$ cat src/rtl/axi_lite_reg_slave.sv
// AXI4-Lite slave exposing REG_NUM 32-bit read/write registers.
// Write address and write data are latched independently and commit together.
// Reads run concurrently with writes.
// Optional feature: define AXI_LITE_REG_SLAVE_STRB_EN to honour WSTRB byte lanes.
// Without it, every committed write replaces the whole word.
module axi_lite_reg_slave #(
   parameter int S_AXI_DATA_WIDTH = 32,
   parameter int S_AXI_ADDR_WIDTH = 32,
   parameter int REG_NUM          = 16
) (
   input  logic                            S_AXI_ACLK,
   input  logic                            S_AXI_ARESET,
   input  logic                            S_AXI_AWVALID,
   output logic                            S_AXI_AWREADY,
   input  logic [S_AXI_ADDR_WIDTH-1:0]     S_AXI_AWADDR,
   input  logic [2:0]                      S_AXI_AWPROT,
   input  logic [S_AXI_DATA_WIDTH-1:0]     S_AXI_WDATA,
   input  logic [S_AXI_DATA_WIDTH/8-1:0]   S_AXI_WSTRB,
   input  logic                            S_AXI_WVALID,
   output logic                            S_AXI_WREADY,
   output logic [1:0]                      S_AXI_BRESP,
   output logic                            S_AXI_BVALID,
   input  logic                            S_AXI_BREADY,
   input  logic                            S_AXI_ARVALID,
   output logic                            S_AXI_ARREADY,
   input  logic [S_AXI_ADDR_WIDTH-1:0]     S_AXI_ARADDR,
   input  logic [2:0]                      S_AXI_ARPROT,
   output logic [S_AXI_DATA_WIDTH-1:0]     S_AXI_RDATA,
   output logic [1:0]                      S_AXI_RRESP,
   output logic                            S_AXI_RVALID,
   input  logic                            S_AXI_RREADY,
   output logic [REG_NUM*S_AXI_DATA_WIDTH-1:0] reg_bus,
   output logic [REG_NUM-1:0]              wr_pulse
);

   localparam int DW     = S_AXI_DATA_WIDTH;
   localparam int AW     = S_AXI_ADDR_WIDTH;
   localparam int IDX_W  = $clog2(REG_NUM);
   localparam int STRB_W = DW / 8;

   // Registered state
   logic              awready_q, awready_d;
   logic              wready_q,  wready_d;
   logic              arready_q, arready_d;
   logic              aw_held_q, aw_held_d;
   logic [AW-1:0]     aw_addr_q, aw_addr_d;
   logic              w_held_q,  w_held_d;
   logic [DW-1:0]     w_data_q,  w_data_d;
   logic [STRB_W-1:0] w_strb_q,  w_strb_d;
   logic              bvalid_q,  bvalid_d;
   logic [1:0]        bresp_q,   bresp_d;
   logic              rvalid_q,  rvalid_d;
   logic [1:0]        rresp_q,   rresp_d;
   logic [DW-1:0]     rdata_q,   rdata_d;
   logic [REG_NUM*DW-1:0] regs_q, regs_d;
   logic [REG_NUM-1:0]    wr_pulse_q, wr_pulse_d;

   // Combinational helpers
   logic              aw_hs_s, w_hs_s, ar_hs_s, commit_s;
   logic [AW-1:0]     aw_addr_eff_s;
   logic [DW-1:0]     w_data_eff_s;
   logic [STRB_W-1:0] w_strb_eff_s;
   logic              aw_oor_s, ar_oor_s;
   logic [IDX_W-1:0]  aw_idx_s, ar_idx_s;
   logic [DW-1:0]     merged_s;
   logic              unused_s;

   // A channel beat is taken only when its ready is high; ready is low while a response is pending.
   assign aw_hs_s = S_AXI_AWVALID & awready_q;
   assign w_hs_s  = S_AXI_WVALID  & wready_q;
   assign ar_hs_s = S_AXI_ARVALID & arready_q;

   // A beat presented in the same cycle it is accepted counts as held.
   assign aw_addr_eff_s = aw_held_q ? aw_addr_q : S_AXI_AWADDR;
   assign w_data_eff_s  = w_held_q  ? w_data_q  : S_AXI_WDATA;
   assign w_strb_eff_s  = w_held_q  ? w_strb_q  : S_AXI_WSTRB;
   assign commit_s      = (aw_held_q | aw_hs_s) & (w_held_q | w_hs_s) & ~bvalid_q;

   // Any address bit above the word-index field selects a nonexistent register.
   assign aw_oor_s = |(aw_addr_eff_s >> (IDX_W + 2));
   assign ar_oor_s = |(S_AXI_ARADDR  >> (IDX_W + 2));
   assign aw_idx_s = aw_addr_eff_s[IDX_W+1:2];
   assign ar_idx_s = S_AXI_ARADDR[IDX_W+1:2];

`ifdef AXI_LITE_REG_SLAVE_STRB_EN
   // Byte-lane merge of write data into the current register value.
   always_comb begin
      merged_s = regs_q[aw_idx_s*DW +: DW];
      for (int b = 0; b < STRB_W; b++) begin
         if (w_strb_eff_s[b]) begin
            merged_s[8*b +: 8] = w_data_eff_s[8*b +: 8];
         end else begin
            merged_s[8*b +: 8] = regs_q[aw_idx_s*DW + 8*b +: 8];
         end
      end
   end
   assign unused_s = ^{S_AXI_AWPROT, S_AXI_ARPROT, aw_addr_eff_s[1:0], S_AXI_ARADDR[1:0]};
`else
   assign merged_s = w_data_eff_s;
   assign unused_s = ^{S_AXI_AWPROT, S_AXI_ARPROT, aw_addr_eff_s[1:0], S_AXI_ARADDR[1:0], w_strb_eff_s};
`endif

   // Write path: latch AW/W independently, commit when both are present, hold B until accepted.
   always_comb begin
      aw_held_d  = aw_held_q;
      aw_addr_d  = aw_addr_q;
      w_held_d   = w_held_q;
      w_data_d   = w_data_q;
      w_strb_d   = w_strb_q;
      bvalid_d   = bvalid_q;
      bresp_d    = bresp_q;
      regs_d     = regs_q;
      wr_pulse_d = {REG_NUM{1'b0}};
      if (commit_s) begin
         aw_held_d = 1'b0;
         w_held_d  = 1'b0;
         bvalid_d  = 1'b1;
         if (aw_oor_s) begin
            bresp_d = 2'b10;
         end else begin
            bresp_d                      = 2'b00;
            regs_d[aw_idx_s*DW +: DW]    = merged_s;
            wr_pulse_d[aw_idx_s]         = 1'b1;
         end
      end else begin
         if (aw_hs_s) begin
            aw_held_d = 1'b1;
            aw_addr_d = S_AXI_AWADDR;
         end else begin
            aw_held_d = aw_held_q;
         end
         if (w_hs_s) begin
            w_held_d = 1'b1;
            w_data_d = S_AXI_WDATA;
            w_strb_d = S_AXI_WSTRB;
         end else begin
            w_held_d = w_held_q;
         end
         if (bvalid_q & S_AXI_BREADY) begin
            bvalid_d = 1'b0;
            bresp_d  = 2'b00;
         end else begin
            bvalid_d = bvalid_q;
         end
      end
      awready_d = ~aw_held_d & ~bvalid_d;
      wready_d  = ~w_held_d  & ~bvalid_d;
   end

   // Read path: capture data on AR handshake from the pre-write register image, hold until accepted.
   always_comb begin
      rvalid_d = rvalid_q;
      rresp_d  = rresp_q;
      rdata_d  = rdata_q;
      if (ar_hs_s) begin
         rvalid_d = 1'b1;
         if (ar_oor_s) begin
            rresp_d = 2'b10;
            rdata_d = {DW{1'b0}};
         end else begin
            rresp_d = 2'b00;
            rdata_d = regs_q[ar_idx_s*DW +: DW];
         end
      end else if (rvalid_q & S_AXI_RREADY) begin
         rvalid_d = 1'b0;
      end else begin
         rvalid_d = rvalid_q;
      end
      arready_d = ~rvalid_d;
   end

   // State registers with synchronous active-high reset.
   always_ff @(posedge S_AXI_ACLK) begin
      if (S_AXI_ARESET) begin
         awready_q  <= 1'b0;
         wready_q   <= 1'b0;
         arready_q  <= 1'b0;
         aw_held_q  <= 1'b0;
         aw_addr_q  <= {AW{1'b0}};
         w_held_q   <= 1'b0;
         w_data_q   <= {DW{1'b0}};
         w_strb_q   <= {STRB_W{1'b0}};
         bvalid_q   <= 1'b0;
         bresp_q    <= 2'b00;
         rvalid_q   <= 1'b0;
         rresp_q    <= 2'b00;
         rdata_q    <= {DW{1'b0}};
         regs_q     <= {(REG_NUM*DW){1'b0}};
         wr_pulse_q <= {REG_NUM{1'b0}};
      end else begin
         awready_q  <= awready_d;
         wready_q   <= wready_d;
         arready_q  <= arready_d;
         aw_held_q  <= aw_held_d;
         aw_addr_q  <= aw_addr_d;
         w_held_q   <= w_held_d;
         w_data_q   <= w_data_d;
         w_strb_q   <= w_strb_d;
         bvalid_q   <= bvalid_d;
         bresp_q    <= bresp_d;
         rvalid_q   <= rvalid_d;
         rresp_q    <= rresp_d;
         rdata_q    <= rdata_d;
         regs_q     <= regs_d;
         wr_pulse_q <= wr_pulse_d;
      end
   end

   assign S_AXI_AWREADY = awready_q;
   assign S_AXI_WREADY  = wready_q;
   assign S_AXI_ARREADY = arready_q;
   assign S_AXI_BVALID  = bvalid_q;
   assign S_AXI_BRESP   = bresp_q;
   assign S_AXI_RVALID  = rvalid_q;
   assign S_AXI_RRESP   = rresp_q;
   assign S_AXI_RDATA   = rdata_q;
   assign reg_bus       = regs_q;
   assign wr_pulse      = wr_pulse_q;

endmodule

$ cat config.mk
export PLATFORM = sky130hd
export DESIGN_NAME = axi_lite_reg_slave
export DESIGN_NICKNAME = d
export VERILOG_FILES = /design/src/rtl/axi_lite_reg_slave.sv
export SDC_FILE = /design/constraint.sdc
export NUM_CORES = 1
export LEC_CHECK = 0
export CAP_MARGIN = 15
export CORE_ASPECT_RATIO = 0.75
export CORE_MARGIN = 2
export CORE_UTILIZATION = 45
export CTS_BUF_LIST = sky130_fd_sc_hd__clkbuf_8
export DETAILED_ROUTE_END_ITERATION = 6
export GPL_TIMING_DRIVEN = 0
export PLACE_DENSITY = 0.84
export SYNTH_ARGS = -nofsm -noshare
export SYNTH_HDL_FRONTEND = slang
export SYNTH_SLANG_ARGS = --single-unit
$ cat constraint.sdc
create_clock -name S_AXI_ACLK -period 3.15 [get_ports S_AXI_ACLK]
set_clock_uncertainty 0.05 [all_clocks]
set_input_delay 0.63 -clock S_AXI_ACLK [delete_from_list [all_inputs] [get_ports S_AXI_ACLK]]
set_output_delay 0.63 -clock S_AXI_ACLK [all_outputs]
set_load 0.1 [all_outputs]
==> flow_metrics.py <==
metrics = {
    "worst_setup_path": {
        "slowest_delay_ps": 700,
        "path_cells": "clkbuf_1, clkbuf_2, buf_1, clkbuf_1, clkbuf_1, a21oi_1",
        "cp_slowest_cell": "clkbuf_1",
        "arrival_ps": 3750,
        "cp_num_buf_inv": 5,
        "reg2reg_depth": 10,
        "critPathMaxFanout": 10,
        "crit_path_frequent_cell": "clkbuf_1",
        "cp-start-kind": "primary input",
        "end_kind": "register",
        "critPathKind": "in2reg",
        "critPathTopFamily": "buffers and inverters",
        "cp.depth": 6,
        "crit_required_ps": 3700,
    },
    "cts": {
        "cts-root-buf": "clkbuf_8",
        "insertion_delay_ps": 740,
        "cts_tree": "done",
        "cts_sinks": 631,
        "ctsHoldBuffers": 0,
        "clk_pin_slew_ps": 70,
        "clockBufferDepth": 3,
        "htree_levels": 3,
        "numCtsBuffers": 101,
    },
    "power_and_ir_drop": {
        "cellPowerDensity_nw_per_um2": 427,
        "vdd_drop_max_mv": 0.306,
        "leakagePower_nw": 14.7,
    },
    "routing": {
        "drt_iter0_drc": 3735,
        "dr.pass1.iters": 7,
        "wl_per_cell_um": 30.1,
        "antenna_left": 0,
        "wirelength_um": 150000,
        "num_vias": 30300,
        "via_per_inst": 6.07,
        "drcViolationCount": 0,
    },
    "final_layout": {
        "final_util_pct": 61.7,
        "multiInputGateArea_um2": 17400,
        "layout-drive-gt1-share_pct": 13.8,
        "fill_cells": 5714,
        "seq_area_um2": 12600,
        "finalNetCount": 4121,
        "area_growth_pct": 35.4,
    },
    "global_routing": {
        "grt_max_degree": 14,
        "grt_pass1_wl_um": 207000,
        "overflow": 0,
        "track_usage_pct": 40.2,
        "grt_pass1_vias": 29000,
        "antenna_found_initial": 10,
    },
    "floorplanning": {
        "ios": 682,
        "dieHeight_um": 232,
        "num_rows": 83,
        "fp.dieW_um": 308,
        "core_area_um2": 68500,
        "start_util_pct": 45.6,
        "dieArea_um2": 71500,
    },
    "timing": {
        "hold_viol": 0,
        "slew_headroom_pct": 12.2,
        "fmax_ghz": 0.312,
        "fin_tns_setup_ps": -435,
        "setup_ws_ps": -51.9,
        "fin_crit_sh_pct": 102,
        "worstMarginPinSlew_ps": 1320,
        "min_period_ps": 3200,
        "setup_viol": 12,
        "slew_viol_final": 0,
    },
    "placed_design": {
        "place.gp.congestion": 0.977,
        "io_buffers": 661,
        "pre_cts_ws_ps": -1610,
        "dp_hpwl_um": 113000,
    },
    "synthesis": {
        "synth_cell_types": 56,
        "synth_area_per_cell_um2": 9.80,
        "ys_ff_latch": 631,
        "synth_warnings": 0,
        "synth_top_area_share_pct": 40.5,
        "synth_edf_count": 0,
        "seq_area_frac_synth_pct": 40.5,
        "synthArstFlopShare_pct": 0,
        "yosys.area.top_type": "dfxtp_1",
        "synth_area_leaders": "dfxtp_1, mux2i_1, mux4_2",
        "postSynthCellCount": 3187,
        "netlist_area_um2": 31200,
        "ys.flop_type": "dfxtp_1",
    },
    "hold_path": {
        "hp-class": "reg2reg",
        "whs_path_depth": 2,
    },
    "outcome": {
        "violations": "negative setup slack",
        "status": "complete, but fails checks",
    },
    "flow_run": {
        "drv_cap": 0,
    },
}
## layer usage
layer / wire (um) / GRT usage (%) / vias to the layer above / part of all wire (%)
li1: - / - / 12700 / -
met1: 55800 / 49.6 / 14800 / 37
met2: 62800 / 59.1 / 2294 / 42
met3: 21500 / 17.2 / 552 / 14
met4: 9860 / 22.3 / 6 / 6.6
met5: 41 / 0 / - / 0.027
## per-stage QoR
| step | area, um^2 | power [mW] | std cells | hold WS (ps) |
|---|---|---|---|---|
| floorplan | 31200 | 9.48 | 3188 | 382 |
| global placement | 39000 | 10.4 | 4741 | 384 |
| detailed placement | 39100 | 10.4 | 4747 | 387 |
| CTS | 41700 | 17.8 | 4967 | 382 |
| global route | 42300 | 18.4 | 4981 | 406 |
| finish | 42300 | 18.0 | 4982 | 394 |
## layout by cell type (no fill, tap or decap), types with 65 or more instances in the layout
| master | netlist | final |
|---|---|---|
| nand2_1 | 462 | 462 |
| nand2b_1 | 532 | 530 |
| clkbuf_1 | 215 | 162 |
| inv_1 | 34 | 65 |
| clkbuf_8 | 0 | 129 |
| dfxtp_1 | 631 | 629 |
| mux4_2 | 160 | 160 |
| nand3_1 | 132 | 131 |
| mux2i_1 | 510 | 506 |
| a21oi_1 | 99 | 98 |
| clkdlybuf4s50_1 | 0 | 641 |
## sequential cells by signal (all words and copies together) (netlist names), 16 cells and up
register	flops
reg_bus	512
w_data_q	32
aw_addr_q	30
wr_pulse	16
S_AXI_RDATA	32
## synthesized netlist by cell type (all sizes together), types with 32 or more instances
cell type / n
a21oi: 100
nor4: 57
nand2b: 532
mux2i: 510
buf: 94
clkbuf: 215
o21ai: 33
mux4: 160
dfxtp: 631
nand4: 34
nand3: 133
nand2: 464
inv: 36
nor2: 67
o31ai: 32
## cell type report
cell class              instances  area share (%)
clock inverters                58           0.737
repair buffers                723            17.3
inverters                      36           0.320
clock buffers                 129            4.20
flip-flops and latches        631            29.9
plain buffers                 298            3.87
diodes                          3          0.0178
multi-input cells            2212            41.0
well taps                     892            2.64
## where the power goes
part	total (mW)	leakage, nW	internal [mW]	switching, mW
clock network	7.46	1.21	3.84	3.61
logic	2.51	8.39	0.726	1.79
registers	8.07	5.09	8.03	0.0419
## tightest hold or removal path: stages, from the launching register on
cell	delay [ps]
dfxtp_1	310
nand2_1	50
o21ai_1	50
## logic make-up (layout without fill, tap and decap cells)
logic type	count (synthesis)	after routing	share of synthesized area (%)
AOI/OAI and AO/OA	178	178	3.28
other	1	5	0.0120
DFF	631	631	40.5
muxes	679	679	28.2
and+or+nand+nor	1346	1346	22.9
xor gates and xnor gates	2	2	0.0802
buffers and inverters	345	1244	4.89
adders and majority gates	5	5	0.200
## worst paths after layout
check | startpoint | end | slack [ps]
max | S_AXI_ARESET | reg_bus[425]$_SDFFE_PP0P_ | -50
min | S_AXI_RDATA[6]$_SDFFE_PP0P_ | S_AXI_RDATA[6]$_SDFFE_PP0P_ | 390
max reg2reg | aw_held_q$_SDFF_PP0_ | reg_bus[369]$_SDFFE_PP0P_ | 40
min reg2reg | S_AXI_RDATA[6]$_SDFFE_PP0P_ | S_AXI_RDATA[6]$_SDFFE_PP0P_ | 390
## timing repair
action | CTS | global route
pin swaps | 17 | 10
buffers inserted | 38 | 11
gates resized for setup | 94 | 120
setup endpoints to repair | 555 | 524
gates cloned | 0 | 3
Note: power is estimated with default switching activity, not from simulation.
